## config.mk

```make
export PLATFORM = sky130hd
export DESIGN_NAME = serial_shift_rx
export DESIGN_NICKNAME = d
export VERILOG_FILES = /design/src/rtl/serial_shift_rx.sv
export SDC_FILE = /design/constraint.sdc
export NUM_CORES = 1
export LEC_CHECK = 0
export ABC_AREA = 1
export BUFFER_PORTS_ARGS = -buffer_cell sky130_fd_sc_hd__buf_2
export CORE_MARGIN = 2
export CORE_UTILIZATION = 57
export DETAILED_ROUTE_END_ITERATION = 6
export GPL_ROUTABILITY_DRIVEN = 0
export GPL_TIMING_DRIVEN = 0
export PLACE_DENSITY = 0.78
export SYNTH_ARGS = -nofsm -noshare
export SYNTH_HDL_FRONTEND = slang
export SYNTH_SLANG_ARGS = --single-unit
```

## constraint.sdc

```tcl
create_clock -name clk -period 2.3 [get_ports clk]
set_input_delay 0 -clock clk [delete_from_list [all_inputs] [get_ports clk]]
set_output_delay 0 -clock clk [all_outputs]
set_load 0.1 [all_outputs]
```

## src/rtl/serial_shift_rx.sv

```systemverilog
// Serial-to-parallel frame receiver: synchronizes an asynchronous shift clock,
// data, load-enable and clear, and latches WIDTH-bit frames on pen rising edges.
module serial_shift_rx #(
    parameter int WIDTH       = 16,
    parameter int SYNC_STAGES = 2
) (
    input  logic             clk,
    input  logic             rstn,
    input  logic             sclk_in,
    input  logic             sdo_in,
    input  logic             pen_in,
    input  logic             clr_in,
    output logic [WIDTH-1:0] pdata,
    output logic             frame_valid,
    output logic             frame_err,
    output logic             busy
);
    localparam int CNT_W = $clog2(WIDTH + 2);
    localparam logic [CNT_W-1:0] CNT_FULL = CNT_W'(WIDTH);
    localparam logic [CNT_W-1:0] CNT_OVR  = CNT_W'(WIDTH + 1);
    // Pin vector order {sdo, clr, pen, sclk}; clr idles high.
    localparam logic [3:0] PIN_RST = 4'b0100;

    typedef enum logic [1:0] {IDLE, SHIFT, FULL, OVERRUN} state_t;

    logic [SYNC_STAGES-1:0][3:0] sync_q;
    logic [3:0]                  pins_s;
    logic                        sclk_prev_q, pen_prev_q;
    logic                        sclk_rise, pen_rise;

    state_t           state_q, state_d, state_post;
    logic [WIDTH-1:0] shreg_q, shreg_d;
    logic [CNT_W-1:0] cnt_q, cnt_d;
    logic [WIDTH-1:0] pdata_q, pdata_d;
    logic             fv_q, fv_d, err_q, err_d, busy_q, busy_d;

    assign pins_s    = sync_q[SYNC_STAGES-1];
    assign sclk_rise = pins_s[0] & ~sclk_prev_q;
    assign pen_rise  = pins_s[1] & ~pen_prev_q;

    always_ff @(posedge clk or negedge rstn) begin
        if (!rstn) begin
            sync_q      <= {SYNC_STAGES{PIN_RST}};
            sclk_prev_q <= 1'b0;
            pen_prev_q  <= 1'b0;
        end else begin
            sync_q      <= {sync_q[SYNC_STAGES-2:0], {sdo_in, clr_in, pen_in, sclk_in}};
            sclk_prev_q <= pins_s[0];
            pen_prev_q  <= pins_s[1];
        end
    end

    always_ff @(posedge clk or negedge rstn) begin
        if (!rstn) begin
            state_q <= IDLE;
            shreg_q <= '0;
            cnt_q   <= '0;
            pdata_q <= '0;
            fv_q    <= 1'b0;
            err_q   <= 1'b0;
            busy_q  <= 1'b0;
        end else begin
            state_q <= state_d;
            shreg_q <= shreg_d;
            cnt_q   <= cnt_d;
            pdata_q <= pdata_d;
            fv_q    <= fv_d;
            err_q   <= err_d;
            busy_q  <= busy_d;
        end
    end

    // Shift/count first, then the pen decision sees the post-shift state.
    always_comb begin
        shreg_d    = shreg_q;
        cnt_d      = cnt_q;
        pdata_d    = pdata_q;
        err_d      = err_q;
        fv_d       = 1'b0;
        state_post = state_q;

        if (sclk_rise) begin
            shreg_d = {shreg_q[WIDTH-2:0], pins_s[3]};
            if (cnt_q != CNT_OVR) cnt_d = cnt_q + 1'b1;
            case (state_q)
                IDLE, SHIFT: state_post = (cnt_d == CNT_FULL) ? FULL : SHIFT;
                default:     state_post = OVERRUN;
            endcase
        end

        state_d = state_post;
        if (pen_rise) begin
            if (state_post == FULL) begin
                pdata_d = shreg_d;
                fv_d    = 1'b1;
                err_d   = 1'b0;
            end else begin
                err_d   = 1'b1;
            end
            state_d = IDLE;
            cnt_d   = '0;
            shreg_d = '0;
        end

        if (!pins_s[2]) begin
            shreg_d = '0;
            cnt_d   = '0;
            pdata_d = '0;
            err_d   = 1'b0;
            fv_d    = 1'b0;
            state_d = IDLE;
        end

        busy_d = (state_d != IDLE);
    end

    assign pdata       = pdata_q;
    assign frame_valid = fv_q;
    assign frame_err   = err_q;
    assign busy        = busy_q;
endmodule

```

==> metrics.cfg, run 1 <==
[grt]
first_global_vias=1607
grt_max_degree=53
grt_use_met1_pct=27.5
grt_pass1_wl_um=6970
globalRouteMet2Util_pct=34.9
busiest_layer=met2
grtUsageTotal_pct=21.1
grt_overflow=0
antenna_found_initial=0
grt_use_met3_pct=5.57

[logic_synthesis]
synth_top_area_cell=dfrtp_1
synth.avg_cell_area_um2=9.63
synth.cell_area_mm2=0.00223
ys_seq_area_share_pct=58.4
synth.distinct_cells=24
synth-seq-cells=52
yosysWarningCount=0
syn_inst=232
ys.flop_type=dfrtp_1
synth_fp_nets=241
synth_top_area_share_pct=56.0
synth_area_leaders=dfrtp_1 56%, nand2_1 7.4%, nor2_1 5.2%, nand3_1 4.7%, nand3_2 4.0%
synth_edf_count=0
synth-async-reset-ratio_pct=100

[worst_setup_path]
rrSetupSlack_ns=0.41
worst_ep_arrival_time_ns=2.08
cp_top_family=simple AND/OR/NAND/NOR gates
ff2ff_path_depth=13
cp.depth=13
required_ns=2.49
timing.rr.start=cnt_q[0]$_DFFE_PN0P_
critical_path_class=flop to flop
endpoint_kind=flop
worst_path_max_delay_cell=dfrtp_1
start_kind=flop
cpPeakStageDelay_ns=0.44
worstPathMaxFanout=10
startpoint=cnt_q[0]$_DFFE_PN0P_
worst-path-buf-inv=2
r2r_end=pdata[9]$_DFFE_PN0P_
cp_cell_sequence=ha_1 > inv_1 > nand2_1 > nand2_1 > nand2_2 > nand2_2 > nor2_2 > nand3_1 > nand2_2 > nand3_4 > buf_6 > nand3_2 > nand2_1
crit_end=pdata[9]$_DFFE_PN0P_

[sta]
skew_ns=0.00653
finalHoldViolations=0
setup_violations=0
max_freq_mhz=529
hold_ws_ns=0.337
relSlewSlack_pct=27.6
post-route-min-period_ns=1.89
min_period_over_period_pct=82.2
worst_pin_slew_ns=1.09
rsz0062_at_grt=false
setup-tns-final_ns=0
slew_viol_final=0

[route]
drt_iter0_drc=92
wire_per_inst_um=12.5
wl_um=3950
viasPerCell=5.18
post-route-drc-count=0
num_vias=1642
drtPass1Iterations=4
ant_nets=0

[floorplan]
die_width_um=66.6
num_rows=22
die-area_mm2=0.00443
initial_utilization_pct=60.1
fp.dieH_um=66.6
core-area_mm2=0.00372
ios=25

[placement]
port_buffers=24
hpwl_um=2780

[worst_hold_path]
hold_class=input port to flop

[finish]
num_antenna_cells=0
multi_input_area_um2=807
drive_gt1_share_pct=23.4
fillers=312
syn2layout_area_growth_pct=14.3
final_cell_mix=50 x dfrtp_1, 44 x nand2_1, 31 x nor2_1
nNetsFinal=277
layout_commonest_cell=dfrtp_1
regArea_mm2=0.00130

[cts]
post-cts-setup-buffers=0
hold_buffers=5
clk_pin_slew_ns=0.09
cts_buffers=5
cts_tree=yes
clock-sinks=52
htree_levels=2
insertion_delay_ns=0.30
clockRootBuffer=clkbuf_8
clock_tree.buffer_depth=2
post_cts_resized=0

[job]
cap_violations=0

[power_and_ir_drop]
p_leak_uw=0.00133
ir_drop_mv=0.518
power.density_mw_per_mm2=648

[status]
status=completed

==> cell usage after synthesis (2+ instances only) <==
cell	count
nand3_2	9
nor3_1	7
nor2_1	31
nand2_2	5
nor2_2	3
a21oi_1	3
mux2i_1	8
clkbuf_1	3
buf_2	5
or2_2	2
nand3_1	21
dfrtp_1	50
inv_2	4
inv_1	14
o21ai_0	11
o22ai_1	2
ha_1	3
nand2_1	44
dfstp_2	2
==> worst min-delay path by stage <==
stage / startpoint / to / slack [ns] / cells after the start
2_1_floorplan: rstn / busy$_DFF_PN0_ / -0.30 / 0
5_1_grt: sclk_in / sync_q[0]$_DFF_PN0_ / 0.32 / 2
6_report: sclk_in / sync_q[0]$_DFF_PN0_ / 0.34 / 2
3_5_place_dp: clr_in / sync_q[2]$_DFF_PN1_ / 0.11 / 1
3_3_place_gp: clr_in / sync_q[2]$_DFF_PN1_ / 0.11 / 1
4_1_cts: pen_in / sync_q[1]$_DFF_PN0_ / 0.33 / 2
==> stage by stage <==
stage	total power (µW)	setup slack, ns	cells	utilization (%)	area [µm²]
CTS	1680	0.397	317	68.7	2550
global route	1730	0.208	317	68.7	2550
finish	1660	0.409	317	68.7	2550
floorplan	1100	0.636	232	-	2230
global placement	1150	0.487	304	64.9	2410
detailed placement	1160	0.435	304	64.9	2410
==> cell type report <==
| class | instances | share of cell area, % |
|---|---|---|
| Buffer | 10 | 2.16 |
| Clock buffer | 8 | 3.53 |
| Inverter | 18 | 2.65 |
| Multi-Input combinational cell | 152 | 31.6 |
| Sequential cell | 52 | 51.1 |
| Tap cell | 48 | 2.35 |
| Timing Repair Buffer | 29 | 6.66 |
==> where the power goes <==
| part | leakage, µW | internal (µW) | switching (µW) |
|---|---|---|---|
| Clock | 0.0000455 | 246 | 267 |
| Combinational | 0.000590 | 42.6 | 147 |
| Sequential | 0.000692 | 941 | 12.1 |
==> sequential cells by signal, indices dropped and copies added (netlist names), 2 cells and up <==
signal and count:
pins_s 4, sync_q 4, state_q 2, shreg_q 16, pdata 16, cnt_q 5
==> kinds of logic (layout without fill, tap and decap cells) <==
group           Yosys count  after routing  share of synthesized area [%]
compound gates           16             16                           3.70
fa+ha+maj                 3              3                           1.68
buf+inv                  28             65                           5.49
simple gates            124            124                           26.8
xor+xnor                  1              1                          0.392
mux                       8              8                           3.59
flops                    52             52                           58.4
==> layer usage <==
metal	vias to the layer above	share of wire [%]
met3	6	4.5
li1	816	-
met5	-	0
met4	0	1.3
met2	37	46
met1	783	48
==> worst register-to-register path, stage by stage (launching register included) <==
cell and delay, ns:
dfrtp_1 0.44, ha_1 0.24, inv_1 0.06, nand2_1 0.05, nand2_1 0.06, nand2_2 0.08, nand2_2 0.05, nor2_2 0.10
nand3_1 0.10, nand2_2 0.13, nand3_4 0.15, buf_6 0.20, nand3_2 0.07, nand2_1 0.05
Note: power is estimated with default switching activity, not from simulation.
==> inputs of run 2 (changes only) <==
- ABC_AREA: 1 -> 0
- clock period: 2.3 -> 1.77 ns (I/O delays scaled with it)
==> metrics.cfg, run 2 <==
[logic_synthesis]
synth_fp_nets=182
synth.cell_area_mm2=0.00218
yosysWarningCount=0
synth-seq-cells=52
synth_top_area_cell=dfrtp_1
syn_inst=173
ys.flop_type=dfrtp_1
synth_most_common_cell=dfrtp_1
synth.distinct_cells=33
synth.avg_cell_area_um2=12.6
synth_edf_count=0
synth_area_leaders=dfrtp_1 57%, o221a_1 8.3%, mux2i_1 7.3%, nand2_1 3.6%, nor2_1 3.6%
synth_top_area_share_pct=57.4
synth.cells.most_frequent=50 x dfrtp_1, 21 x nand2_1, 21 x nor2_1, 16 x mux2i_1, 16 x o221a_1
ys_seq_area_share_pct=59.8
synth-async-reset-ratio_pct=100

[status]
violations=setup timing
status=complete, but fails checks

[power_and_ir_drop]
ir_drop_mv=0.709
switchingPower_uw=489
p_leak_uw=0.00123
power.density_mw_per_mm2=783
swShare_pct=24.2
internal_power_uw=1530
p_seq_share_pct=60.5
share_comb_of_total_power_pct=7.2
finalPower_uw=2020
clkPwrFrac_pct=32.3

[cts]
clock-sinks=52
insertion_delay_ns=0.31
clock_tree.buffer_depth=2
cts_tree=yes
clk_pin_slew_ns=0.09
clockRootBuffer=clkbuf_8
htree_levels=2
cts_buffers=5

[finish]
syn2layout_area_growth_pct=18.2
layout_commonest_cell=dfrtp_1
num_antenna_cells=0
final_util_pct=70.4
drive_gt1_share_pct=28.0
nNetsFinal=226
final_cell_mix=48 x dfrtp_1, 24 x buf_2, 21 x nand2_1

[sta]
fin_ws_ns=-0.0645
setup-tns-final_ns=-0.695
rsz0062_at_grt=true
worst_pin_slew_ns=1.10
post-route-min-period_ns=1.83
hold_ws_ns=0.332
max_freq_mhz=545
finalHoldViolations=0
relSlewSlack_pct=26.5
setup_violations=16
skew_ns=0.00889
min_period_over_period_pct=104
slew_viol_final=0

[route]
post-route-drc-count=0
drt_iter0_drc=55
ant_nets=0
viasPerCell=5.53
num_vias=1472
wire_per_inst_um=15.5
wl_um=4120
drtPass1Iterations=4

[grt]
grt_overflow=0
antenna_found_initial=0
grt_pass1_wl_um=6710
grtUsageTotal_pct=20.7
first_global_vias=1454
grt_max_degree=53

[worst_setup_path]
timing.rr.start=cnt_q[0]$_DFFE_PN0P_
worst-path-buf-inv=1
required_ns=2.01
start_kind=flop
cpPeakStageDelay_ns=0.45
cp_cell_sequence=ha_2 > a211oi_4 > o211ai_4 > a21oi_4 > buf_6 > o221a_1
critical_path_class=flop to flop
cp_top_family=compound AO/OA/AOI/OAI gates
r2r_end=pdata[10]$_DFFE_PN0P_
rrSetupSlack_ns=-0.06
ff2ff_path_depth=6
endpoint_kind=flop
worst_ep_arrival_time_ns=2.08
worst_path_max_delay_cell=dfrtp_2
worstPathMaxFanout=6

[placement]
hpwl_um=2800
port_buffers=24

[floorplan]
die-area_mm2=0.00434
fp.dieH_um=65.9
core-area_mm2=0.00366
num_rows=22
initial_utilization_pct=59.6
die_width_um=65.9
ios=25

[worst_hold_path]
whs_endpoint=sync_q[3]$_DFF_PN0_
hp-start=sdo_in
hold_class=input port to flop
hold_depth=2

[job]
cap_violations=0

## run 2: cell types whose count changed after synthesis, moves of 9 or more
cell / delta
nand2_1: -23
nor2_1: -10
inv_1: -11
o21ai_0: -11
nand3_1: -19
nand3_2: -9
o221a_1: +16
## run 2: final cells by class
cell class                 instances  area, µm²
clock inverter                     3       18.8
timing repair buffer              39        249
buffer                            10       65.1
inverter                           3       11.3
multi-input combinational        106        800
sequential                        52       1310
tap                               48       60.1
fill                             273       1080
clock buffer                       5       68.8
## run 2: per-layer routing
metal	track usage, %	wire length (µm)	share of wire, %	up-vias
li1	-	-	-	686
met1	25.9	1700	41	742
met2	35.6	2190	53	38
met3	5.45	187	4.5	6
met4	5.21	42	1.0	0
met5	0	0	0	-
## run 2: per-stage QoR
step / worst slack, ns / instances / area [µm²]
after floorplan: 0.00587 / 173 / 2190
after global placement: -0.0541 / 245 / 2370
after detailed placement: -0.125 / 245 / 2370
after CTS: -0.0993 / 263 / 2540
after global routing: -0.110 / 266 / 2580
final: -0.0645 / 266 / 2580
## run 2: power groups by stage
| stage | registers (µW) | logic (µW) | clock network [µW] |
|---|---|---|---|
| finish | 1220 | 145 | 652 |
| detailed placement | 1240 | 136 | 0 |
| floorplan | 1260 | 67.7 | 0 |
| global placement | 1240 | 130 | 0 |
| CTS | 1220 | 147 | 670 |
| global route | 1220 | 160 | 724 |
## run 2: repair_timing
action | CTS | global route
endpoints found under the hold margin | 54 | 0
gates resized for setup | 1 | 7
setup buffers | 6 | 3
hold buffers | 5 | 0
endpoints found under the setup margin | 11 | 39
gates cloned | 0 | 1
pin swaps | 5 | 2
## run 2: worst register-to-register path: stages (launching register included)
cell and delay (ns):
dfrtp_2 0.45, ha_2 0.25, a211oi_4 0.31, o211ai_4 0.14
a21oi_4 0.28, buf_6 0.17, o221a_1 0.19
## run 2: worst max path at each step
stage                              start                    end  slack [ns]  cells after the start
CTS                 cnt_q[1]$_DFFE_PN0P_  pdata[10]$_DFFE_PN0P_        -0.1                      8
floorplan           cnt_q[1]$_DFFE_PN0P_  pdata[10]$_DFFE_PN0P_       0.006                      9
global route        cnt_q[0]$_DFFE_PN0P_  pdata[10]$_DFFE_PN0P_       -0.11                      6
detailed placement  cnt_q[1]$_DFFE_PN0P_  pdata[10]$_DFFE_PN0P_       -0.12                      9
global placement    cnt_q[1]$_DFFE_PN0P_  pdata[11]$_DFFE_PN0P_       -0.05                      9
finish              cnt_q[0]$_DFFE_PN0P_  pdata[10]$_DFFE_PN0P_       -0.06                      6
## run 2: cell families after synthesis
logic type | Yosys count | synth area share (%)
simple gates | 56 | 12.2
flops | 52 | 59.8
compound gates | 26 | 13.1
mux | 16 | 7.34
buf+inv | 15 | 3.90
xor+xnor | 5 | 2.01
fa+ha+maj | 3 | 1.72
